<file path="src/rtl/step_count_incr_pkg.sv">
// Shared definitions for the step_count_incr up-counting step controller:
// FSM state encoding and the default counter width.
package step_count_incr_pkg;

    localparam int unsigned DefCntW = 3;

    typedef enum logic [1:0] {
        StIdle = 2'b00,
        StRun  = 2'b01,
        StDone = 2'b10
    } state_e;

endpackage

</file>
<file path="src/rtl/step_count_incr_count_incr.sv">
// count_incr: combinational W-bit +1 (modulo 2^W) producing the next step index.
module count_incr #(
    parameter int unsigned W = 3
) (
    input  logic [W-1:0] a,
    output logic [W-1:0] sum
);

    // n-bit add with the second operand tied to constant 1; carry-out dropped
    assign sum = a + W'(1);

endmodule

</file>
<file path="src/rtl/step_count_incr.sv">
// Up-counting step controller for the radix-4 multiplier datapath.
// Optional `STEP_CNT_ABORT_EN adds an abort input that returns RUN to IDLE.
module step_count_incr
    import step_count_incr_pkg::*;
#(
    parameter int unsigned CNT_W = DefCntW
) (
    input  logic             clk,
    input  logic             rst_n,
    input  logic             start,
    input  logic [CNT_W-1:0] last,
    input  logic             en,
`ifdef STEP_CNT_ABORT_EN
    input  logic             abort,
`endif
    output logic [CNT_W-1:0] step,
    output logic             busy,
    output logic             first,
    output logic             last_step,
    output logic             done
);

    state_e           state_q;
    logic [CNT_W-1:0] step_q;
    logic [CNT_W-1:0] last_q;
    logic [CNT_W-1:0] step_next;
    logic             busy_q;
    logic             done_q;

    count_incr #(
        .W(CNT_W)
    ) u_count_incr (
        .a  (step_q),
        .sum(step_next)
    );

    always_ff @(posedge clk or negedge rst_n) begin
        if (!rst_n) begin
            state_q <= StIdle;
            step_q  <= '0;
            last_q  <= '0;
            busy_q  <= 1'b0;
            done_q  <= 1'b0;
        end else begin
            done_q <= 1'b0;
            unique case (state_q)
                // DONE accepts a new start directly so sequences can run back to back
                StIdle, StDone: begin
                    if (start) begin
                        state_q <= StRun;
                        step_q  <= '0;
                        last_q  <= last;
                        busy_q  <= 1'b1;
                    end else begin
                        state_q <= StIdle;
                    end
                end
                StRun: begin
`ifdef STEP_CNT_ABORT_EN
                    if (abort) begin
                        state_q <= StIdle;
                        step_q  <= '0;
                        busy_q  <= 1'b0;
                    end else
`endif
                    if (en) begin
                        if (step_q == last_q) begin
                            state_q <= StDone;
                            busy_q  <= 1'b0;
                            done_q  <= 1'b1;
                        end else begin
                            step_q <= step_next;
                        end
                    end
                end
                default: begin
                    state_q <= StIdle;
                    busy_q  <= 1'b0;
                end
            endcase
        end
    end

    assign step      = step_q;
    assign busy      = busy_q;
    assign done      = done_q;
    assign first     = busy_q && (step_q == '0);
    assign last_step = busy_q && (step_q == last_q);

endmodule

</file>
<file path="config.mk">
export PLATFORM = sky130hd
export DESIGN_NAME = step_count_incr
export DESIGN_NICKNAME = d
export VERILOG_FILES = /design/src/rtl/step_count_incr_pkg.sv /design/src/rtl/step_count_incr_count_incr.sv /design/src/rtl/step_count_incr.sv
export SDC_FILE = /design/constraint.sdc
export NUM_CORES = 1
export LEC_CHECK = 0
export CAP_MARGIN = 10
export CORE_AREA = 2 2 39 41
export CTS_BUF_LIST = sky130_fd_sc_hd__clkbuf_2 sky130_fd_sc_hd__clkbuf_4 sky130_fd_sc_hd__clkbuf_8
export CTS_CLUSTER_SIZE = 40
export DETAILED_ROUTE_END_ITERATION = 7
export DIE_AREA = 0 0 41 43
export HOLD_SLACK_MARGIN = 0.03
export PLACE_DENSITY = 0.65
export SYNTH_ARGS = -nofsm -noshare
export SYNTH_HDL_FRONTEND = slang
export SYNTH_SLANG_ARGS = --single-unit
</file>
<file path="constraint.sdc">
create_clock -name clk -period 2.7 [get_ports clk]
set_input_delay 0.54 -clock clk [delete_from_list [all_inputs] [get_ports clk]]
set_output_delay 0.54 -clock clk [all_outputs]
set_load 0.02 [all_outputs]
</file>
==> Word-level counts from Yosys, hierarchy flattened <==
Cells that the tools add are included.
{ "classes": {"add_sub_neg": 1, "n_eq_ne": 7, "mux": 15, "reduce_logical": 10} }
{ "op_table": {"columns": ["op", "n"], "rows": [
  ["$mux W3", 3],
  ["$ne A2 B2 Y1 const B", 4],
  ["$mux W1", 7],
  ["$pmux W3 S2", 1],
  ["$mux W2", 2],
  ["$pmux W2 S2", 1],
  ["$reduce_and A2 Y1", 2],
  ["$reduce_and A4 Y1", 1],
  ["$add A3 B1 Y3 const B", 1],
  ["$eq A3 B3 Y1", 1],
  ["$logic_not A3 Y1", 1],
  ["$reduce_and A3 Y1", 1],
  ["$eq A2 B1 Y1 const B", 1],
  ["$eq A2 B2 Y1 const B", 1],
  ["$logic_and A1 B1 Y1", 2],
  ["$logic_not A2 Y1", 1],
  ["$pmux W1 S2", 1],
  ["$reduce_bool A2 Y1", 1],
  ["$reduce_or A2 Y1", 1]
]} }
{ "word_totals": {"register_bits": 10, "inputBits": 7, "out_inout_bits": 7, "wordCells": 38} }

==> Logic depth before layout (Yosys ltp) <==
Gate-level depths: netlist (run 1).
{ "depth": {"ltp_word": 4, "mapped_depth": 4} }

==> By module <==
A second synthesis (run 1) with hierarchy kept.
{ "unflattened": {"hier_cells": 53, "hier_area_um2": 508.0} }
{ "modules_own_cells": {"columns": ["module", "instances", "cells_each", "area_per_inst_um2", "seq_area_each_um2"], "rows": [
  ["step_count_incr", 1, 50, 483.0, 250.2],
  ["count_incr", 1, 3, 25.0, 0.0]
]} }

==> Least setup slack after synthesis (run 1) <==
OpenSTA, ideal clock, no wires.
{ "synth_timing": {"kind": "reg-to-output", "start": "register step_q[0], in the netlist step[0]", "end": "output last_step", "arrival_time_ns": 1.238, "required_ns": 2.160, "slack_ns": 0.922, "path_stages_with_launch": 4, "cell_sequence": "dfrtp_1 xor2_1 nor3_4 and2_2"} }
{ "synth_via": {"elab_chain_len": 2} }
{ "synth_lines": {"columns": ["item", "line", "source"], "rows": [
  ["from (decl)", "step_count_incr.sv:24", "logic [CNT_W-1:0] step_q;"],
  ["from (signal assigned)", "step_count_incr.sv:72", "step_q <= step_next;"],
  ["$eq A3 B3 Y1", "step_count_incr.sv:88", "assign last_step = busy_q && (step_q == last_q);"],
  ["$logic_and A1 B1 Y1", "step_count_incr.sv:88", null],
  ["to (decl)", "step_count_incr.sv:19", "output logic last_step,"]
]} }
No other way between the ends.

==> Final worst setup path (run 1) <==
Same ends and word-level chain as after synthesis.

==> results_dict.tcl, run 1 <==
set metrics [dict create \
    outcome "finished, final reports clean" \
    grt_pass1_wl_microns 1676 \
    number_of_remaining_drc_errors 0 \
    clock-root-buffer "sky130_fd_sc_hd__clkbuf_4" \
    globalRouteOverflowTotal 0 \
    worst-endpoint-required_ns 2.16 \
    ir_drop_mv 0.5689 \
    worst_hold_path_type "reg -> reg" \
    worst_hold_stages 1 \
    area_share_of_the_largest_cell_type_after_synthesis_pct 47.39 \
    startpoint_type "flip-flop" \
    finalCoreUtilization_pct 51.36 \
    clkTransAtPathRegs_ns 0.07 \
    ys_async_sr_fraction_pct 100.0 \
    post_cts_buffers 0 \
    synth-seq-cells 10 \
    max_h_tree_level 1 \
    hold-worst-slack_ns 0.5389 \
    rsz_0062_raised_after_global_routing "false" \
    cellPowerDensity_nw_per_um2 1275 \
    synth-main-ff-cell "sky130_fd_sc_hd__dfrtp_1" \
    gp_congestion 0.7025 \
    cts_buffer_depth 2 \
    core.rowCount 14 \
    timing.critical_path.from "step[0]" \
    clock_skew_ns 0.0001933 \
    syn-cell-area_sq_um 528.0 \
    global_route.usage.total_pct 14.33 \
    synth_cell_type_count 24 \
    worst_hold_startpoint "last_q[1]" \
    drt_first_iter_violations 21 \
    library_cell_with_the_highest_instance_count_after_synthesis "sky130_fd_sc_hd__dfrtp_1" \
    cts.repair.resized 0 \
    post_synth_main_area_contributors "sky130_fd_sc_hd__dfrtp_1, sky130_fd_sc_hd__mux2_2, sky130_fd_sc_hd__xor2_1" \
    min_delay_worst_endpoint "last_q[1]" \
    final.setup.tns_ns 0 \
    clk_latency_ns 0.27 \
    totalWireLength_microns 1000 \
    ff2ff_setup_slack_ns 1.19 \
    cellLeakagePower_nw 0.3176 \
    route.detailed.wl_per_inst_microns 12.35 \
    postRouteAntennaNets 0 \
    port_buffers 13 \
    clock_buffers_created_by_tritoncts 3 \
    final_layout_size_suffix_gt1_share_pct 20.00 \
    tightest_pin_transition_ns 0.5338 \
    fp.dieH_microns 43 \
    die-width_microns 41 \
    first_global_vias 390 \
    die_area_sq_um 1763 \
    post-dp-hpwl_microns 740.4 \
    postCtsHoldBufs 0 \
    worstRegToRegCells 4 \
    layout.nets 75 \
    cts_num_sinks 10 \
    final.min_clock_period_ns 2.583 \
    maxCapViolations 0 \
    report.power.total_w 0.0009064 \
    layout_worst_path_cycle_share_pct 95.68 \
    via_count 415 \
    yosysWarnings 0 \
    finalSetupViolations 0 \
    floorplan.core_area_sq_um 1384 \
    synthesized_netlist_net_count 58 \
    syn2layout_area_growth_pct 34.60 \
    ioPinCount 14 \
    timing.fmax_mhz 387.1 \
    drt_pre_antenna_iters 4 \
    tritoncts "yes" \
    routed_via_density 5.123 \
    slew_headroom_pct 64.34 \
    timing.final.hold_violations 0 \
    rr_startpoint "step[0]" \
    number_of_flops_mapped_to_enable_cells_by_yosys 0 \
    r2r_endpoint "step[1]" \
    critical_path.endpoint_type "output pin" \
    antenna_found_initial 0 \
    final_max_slew_viol_count 0 \
    grt_max_degree 11 \
    num_antenna_cells 0 \
    synth_sequential_area_ratio_pct 47.39 \
    postSynthAreaPerCell_sq_um 10.78 \
    yosys-top-cells-count "sky130_fd_sc_hd__dfrtp_1, sky130_fd_sc_hd__nand2_1" \
    worst-path-max-fanout 9 \
    timing.critical_path.arrival_ns 2.04 \
    floorplan.initialDensity_pct 38.16 \
    criticalPathCategory "reg -> out" \
    post_synthesis_cell_count 49 \
    synth_area_leader_cell "sky130_fd_sc_hd__dfrtp_1" \
]
-- worst max path at each step --
stage | to | slack [ns]
3_5_place_dp | last_step | 0.42
3_3_place_gp | last_step | 0.41
5_1_grt | last_step | 0.01
2_1_floorplan | last_step | 0.92
6_report | last_step | 0.12
4_1_cts | last_step | 0.11
-- state kept, by name, summed over array words and instances (netlist names) --
name	count
last_q	3
step	3
state_q	2
busy	1
done	1
-- layer usage --
layer  up-vias  GRT usage [%]  wire length (microns)
li1        201              -                      -
met1       201          19.73                    494
met2        11          18.44                    465
met3         2          5.236                     25
met4         0          8.667                     15
met5         -              0                      0
-- stage by stage --
step	instance area, sq um	instances	worst slack [ns]
final	710.7	81	0.1167
after global routing	710.7	81	0.01438
after CTS	710.7	81	0.1146
after detailed placement	674.4	77	0.4164
after global placement	674.4	77	0.4061
after floorplan	528.0	49	0.9222
-- power breakdown --
group          switching [W]  total [W]  internal [W]
combinational       0.000241   0.000483      0.000242
clock              0.0000562   0.000138     0.0000819
sequential         0.0000685   0.000285      0.000217
-- layout make-up --
type / count / area (sq um)
clock buffers: 4 / 36.28
fillers: 127 / 673.1
flip-flops and latches: 10 / 250.2
multi-input cells: 35 / 262.8
repair buffers: 13 / 130.1
inverters: 3 / 11.26
well taps: 16 / 20.02
-- placed cells by master (no fill, tap or decap) --
master	count
sky130_fd_sc_hd__clkdlybuf4s50_1	13
sky130_fd_sc_hd__dfrtp_1	10
sky130_fd_sc_hd__nand2_1	4
sky130_fd_sc_hd__inv_1	3
sky130_fd_sc_hd__nor2_1	3
sky130_fd_sc_hd__xor2_1	3
sky130_fd_sc_hd__mux2_2	3
sky130_fd_sc_hd__clkbuf_4	3
sky130_fd_sc_hd__nor2b_1	2
sky130_fd_sc_hd__and3_2	2
sky130_fd_sc_hd__nand2b_1	2
sky130_fd_sc_hd__a21oi_1	2
sky130_fd_sc_hd__ha_1	2
sky130_fd_sc_hd__nor3_4	1
sky130_fd_sc_hd__and2_2	1
sky130_fd_sc_hd__o22ai_1	1
sky130_fd_sc_hd__o21ai_0	1
sky130_fd_sc_hd__nor2_2	1
sky130_fd_sc_hd__mux2_4	1
sky130_fd_sc_hd__o21ai_1	1
sky130_fd_sc_hd__a2bb2oi_1	1
sky130_fd_sc_hd__a21o_1	1
sky130_fd_sc_hd__or4_1	1
sky130_fd_sc_hd__o311ai_0	1
sky130_fd_sc_hd__o211ai_1	1
sky130_fd_sc_hd__clkbuf_8	1
-- cell families (layout without fill, tap and decap cells) --
family                   count (synthesis)  in the layout  share of synthesized area (%)
flip-flops                              10             10                          47.39
adder cells (fa/ha/maj)                  2              2                          4.739
XOR/XNOR                                 3              3                          4.977
buffers and inverters                    4             20                          2.843
AO/OA/AOI/OAI                            9              9                          11.14
multiplexers                             4              4                          9.240
AND/OR/NAND/NOR                         17             17                          19.67
-- critical path, stage by stage, from the launching register on --
cell,delay (ns)
sky130_fd_sc_hd__dfrtp_1,0.44
sky130_fd_sc_hd__xor2_1,0.21
sky130_fd_sc_hd__nor3_4,0.35
sky130_fd_sc_hd__and2_2,0.20
sky130_fd_sc_hd__clkdlybuf4s50_1,0.59
Power figures use the tool's default switching activity.
==> inputs of run 2 (changes only) <==
Settings changed: CAP_MARGIN 10 to 20.
==> results of run 2 <==
Same layout as run 1: the final DEF is identical, and so are final timing and power.
==> inputs of run 3 (changes only) <==
Settings changed: MAX_ROUTING_LAYER set to met4.
==> results_dict.tcl, run 3 (synthesis results as in run 1) <==
set metrics [dict create \
    outcome "finished, final reports clean" \
    rsz_0062_raised_after_global_routing "false" \
    cp_top_family "buffers and inverters" \
    post-place-cells 77 \
    post-dp-hpwl_microns 740.4 \
    worst-path-max-fanout 9 \
    ir_drop_mv 0.5660 \
    timing.fmax_mhz 387.1 \
    layout_common_cells "sky130_fd_sc_hd__clkdlybuf4s50_1, sky130_fd_sc_hd__dfrtp_1, sky130_fd_sc_hd__nand2_1" \
    r2r_endpoint "step[1]" \
    finalSetupViolations 0 \
    die-width_microns 41 \
    layout_worst_path_cycle_share_pct 95.69 \
    globalRouteOverflowTotal 0 \
    place_worst_setup_slack_ns 0.4164 \
    worst_hold_startpoint "last_q[1]" \
    ioPinCount 14 \
    fp.dieH_microns 43 \
    routed_via_density 5.148 \
    clock_skew_ns 0.0004044 \
    route.detailed.wl_per_inst_microns 12.20 \
    maxCapViolations 0 \
    grt_most_used_layer "met1" \
    cts.repair.resized 0 \
    clk_latency_ns 0.27 \
    timing.final.hold_violations 0 \
    cellPowerDensity_nw_per_um2 1274 \
    startpoint_type "flip-flop" \
    grt_util_met2_pct 18.44 \
    slew_headroom_pct 65.40 \
    postRouteAntennaNets 0 \
    grt_pass1_wl_microns 1676 \
    worstRegToRegCells 4 \
    first_global_vias 389 \
    hold-worst-slack_ns 0.5386 \
    rr_startpoint "step[0]" \
    final.min_clock_period_ns 2.584 \
    final_critical_path_setup_slack_ns 0.1165 \
    gp_congestion 0.7103 \
    die_area_sq_um 1763 \
    number_of_remaining_drc_errors 0 \
    cts_buffer_depth 2 \
    timing.critical_path.arrival_ns 2.04 \
    layout.nets 75 \
    cp.buffers_inverters 1 \
    postCtsHoldBufs 0 \
    floorplan.initialDensity_pct 38.16 \
    critPathSlowestCell "sky130_fd_sc_hd__clkdlybuf4s50_1" \
    drt_pre_antenna_iters 4 \
    syn2layout_area_growth_pct 34.60 \
    ff2ff_setup_slack_ns 1.19 \
    min_delay_worst_endpoint "last_q[1]" \
    global_route.usage.total_pct 14.69 \
    max_h_tree_level 1 \
    via_count 417 \
    core.rowCount 14 \
    clock_buffers_created_by_tritoncts 3 \
    antenna_found_initial 0 \
    clock-root-buffer "sky130_fd_sc_hd__clkbuf_4" \
    instances_no_fill 81 \
    num_antenna_cells 0 \
    finalCoreUtilization_pct 51.36 \
    critical_path.endpoint_type "output pin" \
    grt.met1_usage_pct 19.73 \
    clkTransAtPathRegs_ns 0.07 \
    grt_max_degree 11 \
    port_buffers 13 \
    tightest_pin_transition_ns 0.5180 \
    most_common_cell_after_layout_fill_and_taps_aside "sky130_fd_sc_hd__clkdlybuf4s50_1" \
    timing.critical_path.cells "xor2_1 -> nor3_4 -> and2_2 -> clkdlybuf4s50_1" \
    final_layout_size_suffix_gt1_share_pct 20.00 \
    worst_hold_path_type "reg -> reg" \
    cpPeakStageDelay_ns 0.59 \
    tritoncts "yes" \
    worst_hold_stages 1 \
    grt.met3_usage_pct 5.236 \
    criticalPathCategory "reg -> out" \
    drt_first_iter_violations 19 \
    cts_num_sinks 10 \
    post_cts_buffers 0 \
    final_max_slew_viol_count 0 \
    cellLeakagePower_nw 0.3176 \
    final.setup.tns_ns 0 \
    totalWireLength_microns 988 \
    floorplan.core_area_sq_um 1384 \
    worst-endpoint-required_ns 2.16 \
]
run 3: metal layers:
metal	up-vias	part of all wire [%]	wire length (microns)
li1	200	-	-
met1	202	48	473
met2	13	48	471
met3	2	2.8	28
met4	0	1.5	15
met5	-	0	0
run 3: where the power goes:
group	total, W	switching (W)	leakage (nW)	internal, W
Clock	0.000138	0.0000561	0.0210	0.0000819
Sequential	0.000285	0.0000680	0.120	0.000217
Combinational	0.000482	0.000241	0.177	0.000242
run 3: cell type report:
class | instances | area, sq um
clock buffer | 4 | 36.28
fill | 127 | 673.1
inverter | 3 | 11.26
multi-input combinational | 35 | 262.8
sequential | 10 | 250.2
tap | 16 | 20.02
timing repair buffer | 13 | 130.1
run 3: worst max-delay path by stage:
stage	from	end	slack [ns]	cells after the start
2_1_floorplan	step[0]	last_step	0.92	3
3_3_place_gp	step[0]	last_step	0.41	4
3_5_place_dp	step[0]	last_step	0.42	4
4_1_cts	step[0]	last_step	0.11	4
5_1_grt	step[0]	last_step	0.01	4
6_report	step[0]	last_step	0.12	4
run 3: stage by stage:
| stage | area, sq um | total power, W |
|---|---|---|
| final | 710.7 | 0.0009056 |
| after global routing | 710.7 | 0.0009849 |
| after CTS | 710.7 | 0.0009103 |
| after detailed placement | 674.4 | 0.0007701 |
| after global placement | 674.4 | 0.0007664 |
| after floorplan | 528.0 | 0.0006121 |
run 3: worst register-to-register path, cell delays in order, from the launching register on:
cell	delay [ns]
sky130_fd_sc_hd__dfrtp_1	0.44
sky130_fd_sc_hd__xor2_1	0.21
sky130_fd_sc_hd__nor3_4	0.35
sky130_fd_sc_hd__nor2_2	0.11
sky130_fd_sc_hd__mux2_4	0.30
